## src/rtl/pipeline_control.sv

```systemverilog
// pipeline_control: stall/flush/halt sequencer for a simple in-order core.
// One four-state FSM decides, cycle by cycle, whether the front end is
// held (load latency), invalidated (taken jump) or stopped for good (HALT).
// Optional performance counters are compiled in with `define PIPE_PERF_CNT_EN.
module pipeline_control #(
    parameter int unsigned LOAD_LAT     = 1,   // 1..15 extra stall cycles per load
    parameter int unsigned FLUSH_CYCLES = 2,   // 1..3 bubble cycles after a jump
    parameter int unsigned CNT_W        = 16   // performance counter width
) (
    input  logic             clk,
    input  logic             reset,
    input  logic             load_req,
    input  logic             jump_taken,
    input  logic             halt_req,
    output logic             stall_front,
    output logic             bubble_exec,
    output logic             flush_front,
    output logic             halted,
    output logic [1:0]       state_o
`ifdef PIPE_PERF_CNT_EN
    ,
    output logic [CNT_W-1:0] load_stall_cnt,
    output logic [CNT_W-1:0] flush_cnt,
    output logic [CNT_W-1:0] halt_cycle_cnt
`endif
);

    typedef enum logic [1:0] {
        RUN       = 2'd0,
        LOAD_WAIT = 2'd1,
        FLUSH     = 2'd2,
        HALT      = 2'd3
    } state_t;

    // The counter holds the remaining cycles after the current one, so the
    // entry cycle in RUN plus LAT/FLUSH cycles in the wait state gives N+1.
    localparam logic [3:0] LOAD_INIT  = 4'(LOAD_LAT - 1);
    localparam logic [3:0] FLUSH_INIT = 4'(FLUSH_CYCLES - 1);

    state_t     state, state_next;
    logic [3:0] cnt, cnt_next;
    logic       stall_raw, bubble_raw, flush_raw, halted_raw;

    // State and wait counter register.
    always_ff @(posedge clk or posedge reset) begin
        if (reset) begin
            state <= RUN;
            cnt   <= '0;
        end else begin
            state <= state_next;
            cnt   <= cnt_next;
        end
    end

    // Next-state selection and raw control outputs; RUN is Mealy on the requests.
    always_comb begin
        state_next = state;
        cnt_next   = cnt;
        stall_raw  = 1'b0;
        bubble_raw = 1'b0;
        flush_raw  = 1'b0;
        halted_raw = 1'b0;
        case (state)
            RUN: begin
                if (halt_req) begin
                    stall_raw  = 1'b1;
                    state_next = HALT;
                end else if (jump_taken) begin
                    flush_raw  = 1'b1;
                    state_next = FLUSH;
                    cnt_next   = FLUSH_INIT;
                end else if (load_req) begin
                    stall_raw  = 1'b1;
                    bubble_raw = 1'b1;
                    state_next = LOAD_WAIT;
                    cnt_next   = LOAD_INIT;
                end
            end
            LOAD_WAIT: begin
                stall_raw  = 1'b1;
                bubble_raw = 1'b1;
                if (cnt == 4'd0) begin
                    state_next = RUN;
                end else begin
                    cnt_next = cnt - 4'd1;
                end
            end
            FLUSH: begin
                flush_raw  = 1'b1;
                bubble_raw = 1'b1;
                if (cnt == 4'd0) begin
                    state_next = RUN;
                end else begin
                    cnt_next = cnt - 4'd1;
                end
            end
            HALT: begin
                stall_raw  = 1'b1;
                bubble_raw = 1'b1;
                halted_raw = 1'b1;
            end
            default: begin
                state_next = RUN;
                cnt_next   = '0;
            end
        endcase
    end

    // Reset masks the Mealy outputs so they drop without waiting for an edge.
    always_comb begin
        stall_front = stall_raw  & ~reset;
        bubble_exec = bubble_raw & ~reset;
        flush_front = flush_raw  & ~reset;
        halted      = halted_raw & ~reset;
        state_o     = state;
    end

`ifdef PIPE_PERF_CNT_EN
    logic load_stall;

    // A stall is load-caused in LOAD_WAIT or on a winning load request in RUN.
    always_comb begin
        load_stall = (state == LOAD_WAIT) ||
                     ((state == RUN) && load_req && !jump_taken && !halt_req);
    end

    // Saturating event counters.
    always_ff @(posedge clk or posedge reset) begin
        if (reset) begin
            load_stall_cnt <= '0;
            flush_cnt      <= '0;
            halt_cycle_cnt <= '0;
        end else begin
            if (load_stall && (load_stall_cnt != '1)) begin
                load_stall_cnt <= load_stall_cnt + CNT_W'(1);
            end
            if (flush_raw && (flush_cnt != '1)) begin
                flush_cnt <= flush_cnt + CNT_W'(1);
            end
            if (halted_raw && (halt_cycle_cnt != '1)) begin
                halt_cycle_cnt <= halt_cycle_cnt + CNT_W'(1);
            end
        end
    end
`endif

endmodule

```

## config.mk

```make
export PLATFORM = sky130hd
export DESIGN_NAME = pipeline_control
export DESIGN_NICKNAME = d
export VERILOG_FILES = /design/src/rtl/pipeline_control.sv
export SDC_FILE = /design/constraint.sdc
export NUM_CORES = 1
export LEC_CHECK = 0
export BUFFER_PORTS_ARGS = -buffer_cell sky130_fd_sc_hd__buf_2
export CAP_MARGIN = 20
export CORE_UTILIZATION = 45
export CTS_CLUSTER_DIAMETER = 200
export CTS_CLUSTER_SIZE = 14
export DETAILED_ROUTE_END_ITERATION = 10
export HOLD_SLACK_MARGIN = 0.05
export PLACE_DENSITY_LB_ADDON = 0.08
export SLEW_MARGIN = 40
export SYNTH_ARGS = -nofsm -noshare
export SYNTH_HDL_FRONTEND = slang
export SYNTH_SLANG_ARGS = --single-unit
export TNS_END_PERCENT = 5
```

## constraint.sdc

```tcl
create_clock -name clk -period 4.6 [get_ports clk]
set_input_delay 0.46 -clock clk [delete_from_list [all_inputs] [get_ports clk]]
set_output_delay 0.46 -clock clk [all_outputs]
set_load 0.02 [all_outputs]
```

# Word level (Yosys, flattened, before mapping)
# Index checks and enable logic that the tools add are counted.
# totals
regBits	6
latchBits	0
mem_bits_rw	0
romBits	0
output_inout_bits	6
wordCells	44
memories	0
# op_classes
add_sub_neg	1
n_mul	0
div_mod_pow	0
n_lt_le_gt_ge	0
eq_ne	8
shift	0
mux	20
bitwise	5
n_reduce_logical	8
# ops
operator	count
$mux 4	4
$mux 2	4
$pmux 4 s2	1
$mux 1	7
$pmux 1 s2	3
$and 1x1->1	4
$eq 2x2->1 const B	2
$logic_not 4->1	1
$ne 2x2->1 const B	2
$ne 4x4->1 const B	1
$pmux 2 s2	1
$reduce_and 4->1	1
$reduce_or 2->1	2
$sub 4x1->4 const B	1
$ne 3x3->1 const B	1
$reduce_and 3->1	1
$reduce_or 3->1	1
$eq 2x1->1 const B	1
$logic_not 2->1	1
$ne 2x1->1 const B	1
$reduce_bool 2->1	1
$not 1->1	1

# Depth between registers and ports, before layout
# depth
depth_word	5
ltp_mapped	6
ltp_nobuf	5

# Worst setup path before layout
# Ideal clock, no wire load.
# synth_timing
kind	register -> output
start	reg state[0], in the netlist state_o[0]
end	out stall_front
arrival_time_ns	1.444
slack_ns	2.696
stages_incl_launch_ff	5
n_path_buf	0
cell_sequence	dfrtp_1 inv_1 ha_1 o21ai_0 a211oi_1
# synth_via
elab_chain_cells	4
word_cells_on_any_way	6
classes_between	2 x eq/ne; 1 x mux; 1 x bitwise; 2 x reduce/logical
# synth_lines
item	line	source
from (decl)	40	state_t state, state_next;
from (signal assigned)	50	state <= state_next;
$eq 2x1->1 / $eq 2x2->1 (equally long branches)	63	case (state)
$reduce_or 2->1 (no source line)	n/a	
$pmux 1 s2 *	63	
$and 1x1->1 *	111	stall_front = stall_raw & ~reset;
to (decl)	15	output logic stall_front,
# Every way passes the cells marked *; elsewhere a longest branch is shown, timed or not.

# Worst setup path in the final report
# layout_timing
start	reg state[0], in the netlist state_o[0]
end	out bubble_exec
# layout_via
elab_chain_cells	4
word_cells_on_any_way	7
classes_between	3 x eq/ne; 1 x mux; 1 x bitwise; 2 x reduce/logical
# layout_lines
item	line	source
$eq 2x2->1 / $eq 2x1->1 (equally long branches)	63	
$reduce_or 3->1 (no source line)	n/a	
$pmux 1 s2 *	63	
$and 1x1->1 *	112	bubble_exec = bubble_raw & ~reset;
to (decl)	16	output logic bubble_exec,
# Marks and branches as above.

==> run metrics <==
top cell type's share of synthesized area approximately 25%; vias per cell ~5.7; P per Cell Area around 800 mW/mm^2; most common cell after layout, fill and taps aside buf_2; reg2reg path depth 5; Worst Setup Start Kind flip-flop; top_reg_cell synth dfrtp_1; vias in the first global route between 400 and 500; cell family with most CP delay adder cells; Clock Path Buffers 2; max-cap viol count 0; clk_lat worst skew ~0.24 ns; Nets roughly 90; placed insts 88; post_cts resized 0; Worst Setup End Kind output port; die area approximately 0.0015 mm^2; FF+latch count, synth 6; fin util 57.7%; Num CTS Buffers 3; Final ANT Viol Nets 0; Setup Viol. Count Final 0; Die Y between 30 and 40 um; Vias around 500; Synth Area in Compound Gates between 20% and 30%; core region area between 0.001 and 0.0015 mm^2; Worst Hold Class in -> async; crit path buf inv count 2; per-cell routed wire length between 10 and 15 um; top cells by area, synth dfrtp_1, ha_1, inv_1, nor3b_1, o22ai_1; register area roughly 150 um^2; post-synth net total 79; gr ovfl total 0; Inserted Diodes 0; FF-to-FF setup slack between 2 and 3 ns; global-route usage over all layers between 20% and 30%; FFs w/ async S/R, synth 100%; CTS tree yes; FILL cells between 100 and 150; TritonRoute pass-1 iters 4; Post-synth EDFFs 0; Final min period 1.96 ns; Final Non-Filler Cells between 90 and 100; main combinational cell family by area after synthesis compound AO/OA/AOI/OAI gates; Synth Area in XOR/XNOR 0%; routed wire length between 1 and 1.5 mm; hold_buf cts 0; Post-Synth Simple-Gate Area a little under a quarter; RSZ-0062 raised after global routing false; post-synthesis instance area around 590 um^2; fmax roughly 0.5 GHz; synthesis warning total 0; initial DRC count 10; worst setup path class reg -> out; worst path required time around 4.1 ns; crit-path cells inv_1, ha_1, a21oi_1, buf_2; GP Congestion between 0.7 and 0.8; IO Count 11; post-CTS setup buffers 0; Clock Pin Slew Worst Setup and Hold Paths 0.04 ns; CTS Sinks 6; synth-to-layout area growth 13.7%; Die Wd between 30 and 40 um; initial core utilization around 51%; initial antenna violation count 0; worst reg2reg path startpoint state_o[0]; Static Leak 0.313 nW; pin count of the biggest net entering global routing 14; final count of hold timing violations 0; I/O Buffers 10; first-pass GRT wire length approximately 2.2 mm; Synth Area per Inst about 9 um^2; Crit path arrival time around 1.5 ns; # H-tree levels 1; FP Rows 12; TNS Setup 0 ns; RR Endpoint state_o[1]; worst slew pin tran between 0.3 and 0.4 ns; root buf cell clkbuf_4; # DRC 0; cell count after synthesis between 60 and 70; Fin Clk Skew 0.000311 ns; Worst VDD drop roughly 0.00048 V; Synth area leader dfrtp_1; Crit Path Max Fanout 13; Adder-Cell Fraction of Synth Area 16.8%; slowest stage cell on the critical path ha_1; Slew HR approximately three quarters; mux cell area share after synthesis about 1.7%; footprint of the multi-input gates roughly 410 um^2; DP HPWL roughly 900 um; sequential area share after synthesis roughly a quarter; post-synth cell types 33; Max Slew Vio Count 0; commonest non-fill, non-tap cells in the layout buf_2, inv_1, ha_1; fraction of layout cells with a size suffix above 1 a little under a quarter; final worst path period share roughly 43%; crit-path max cell delay ~0.42 ns; status finished, final reports clean
[cell usage after synthesis, types with 2 or more instances]
library cell  instances
ha_1                  8
nor3b_1               4
inv_1                 8
o22ai_1               3
nor2_1                4
a311oi_1              2
a21oi_1               3
nand4_1               2
nor2b_1               2
nand2_1               2
dfrtp_1               6
[report_power, final]
part	switching [mW]	internal (mW)	total [mW]
Sequential	0.0332	0.0825	0.116
Clock	0.0162	0.0293	0.0456
Combinational	0.213	0.153	0.366
[area by class of cell]
type                            instances  area share (%)
Timing Repair Buffer                   10            7.41
Tap cell                               14            2.59
Multi-Input combinational cell         50            60.0
Inverter                                8            4.44
Clock buffer                            3            3.33
Sequential cell                         6            22.2
[cell families after synthesis]
group	after synthesis
and+or+nand+nor	22
AOI/OAI and AO/OA	19
buffers and inverters	10
adders and majority gates	8
DFF	6
muxes	1
[worst max path at each step]
stage	to	slack, ns	startpoint	cells past startpoint
2_1_floorplan	stall_front	2.70	state_o[0]	4
3_3_place_gp	cnt[1]	2.87	state_o[1]	5
3_5_place_dp	state_o[1]	2.81	state_o[1]	5
4_1_cts	bubble_exec	2.62	state_o[0]	4
5_1_grt	bubble_exec	2.48	state_o[1]	4
6_report	bubble_exec	2.64	state_o[0]	4
[metrics by stage]
| step | hold WS, ns | instance area (um^2) | setup slack, ns | power (mW) |
|---|---|---|---|---|
| 2_1_floorplan | 0.251 | 594 | 2.70 | 0.400 |
| 3_3_place_gp | 0.425 | 653 | 2.87 | 0.478 |
| 3_5_place_dp | 0.421 | 653 | 2.81 | 0.481 |
| 4_1_cts | 0.162 | 676 | 2.62 | 0.531 |
| 5_1_grt | 0.188 | 676 | 2.48 | 0.584 |
| 6_report | 0.169 | 676 | 2.64 | 0.527 |
[flip-flops by register name, indices dropped and copies added, names as in the netlist]
signal,cells
cnt,4
state_o,2
[metal layers]
layer	GRT usage (%)	wire length [um]
met1	33.0	646
met2	28.4	515
met3	3.49	28
met4	14.7	0
met5	0	0
(Power assumes the default switching activity.)
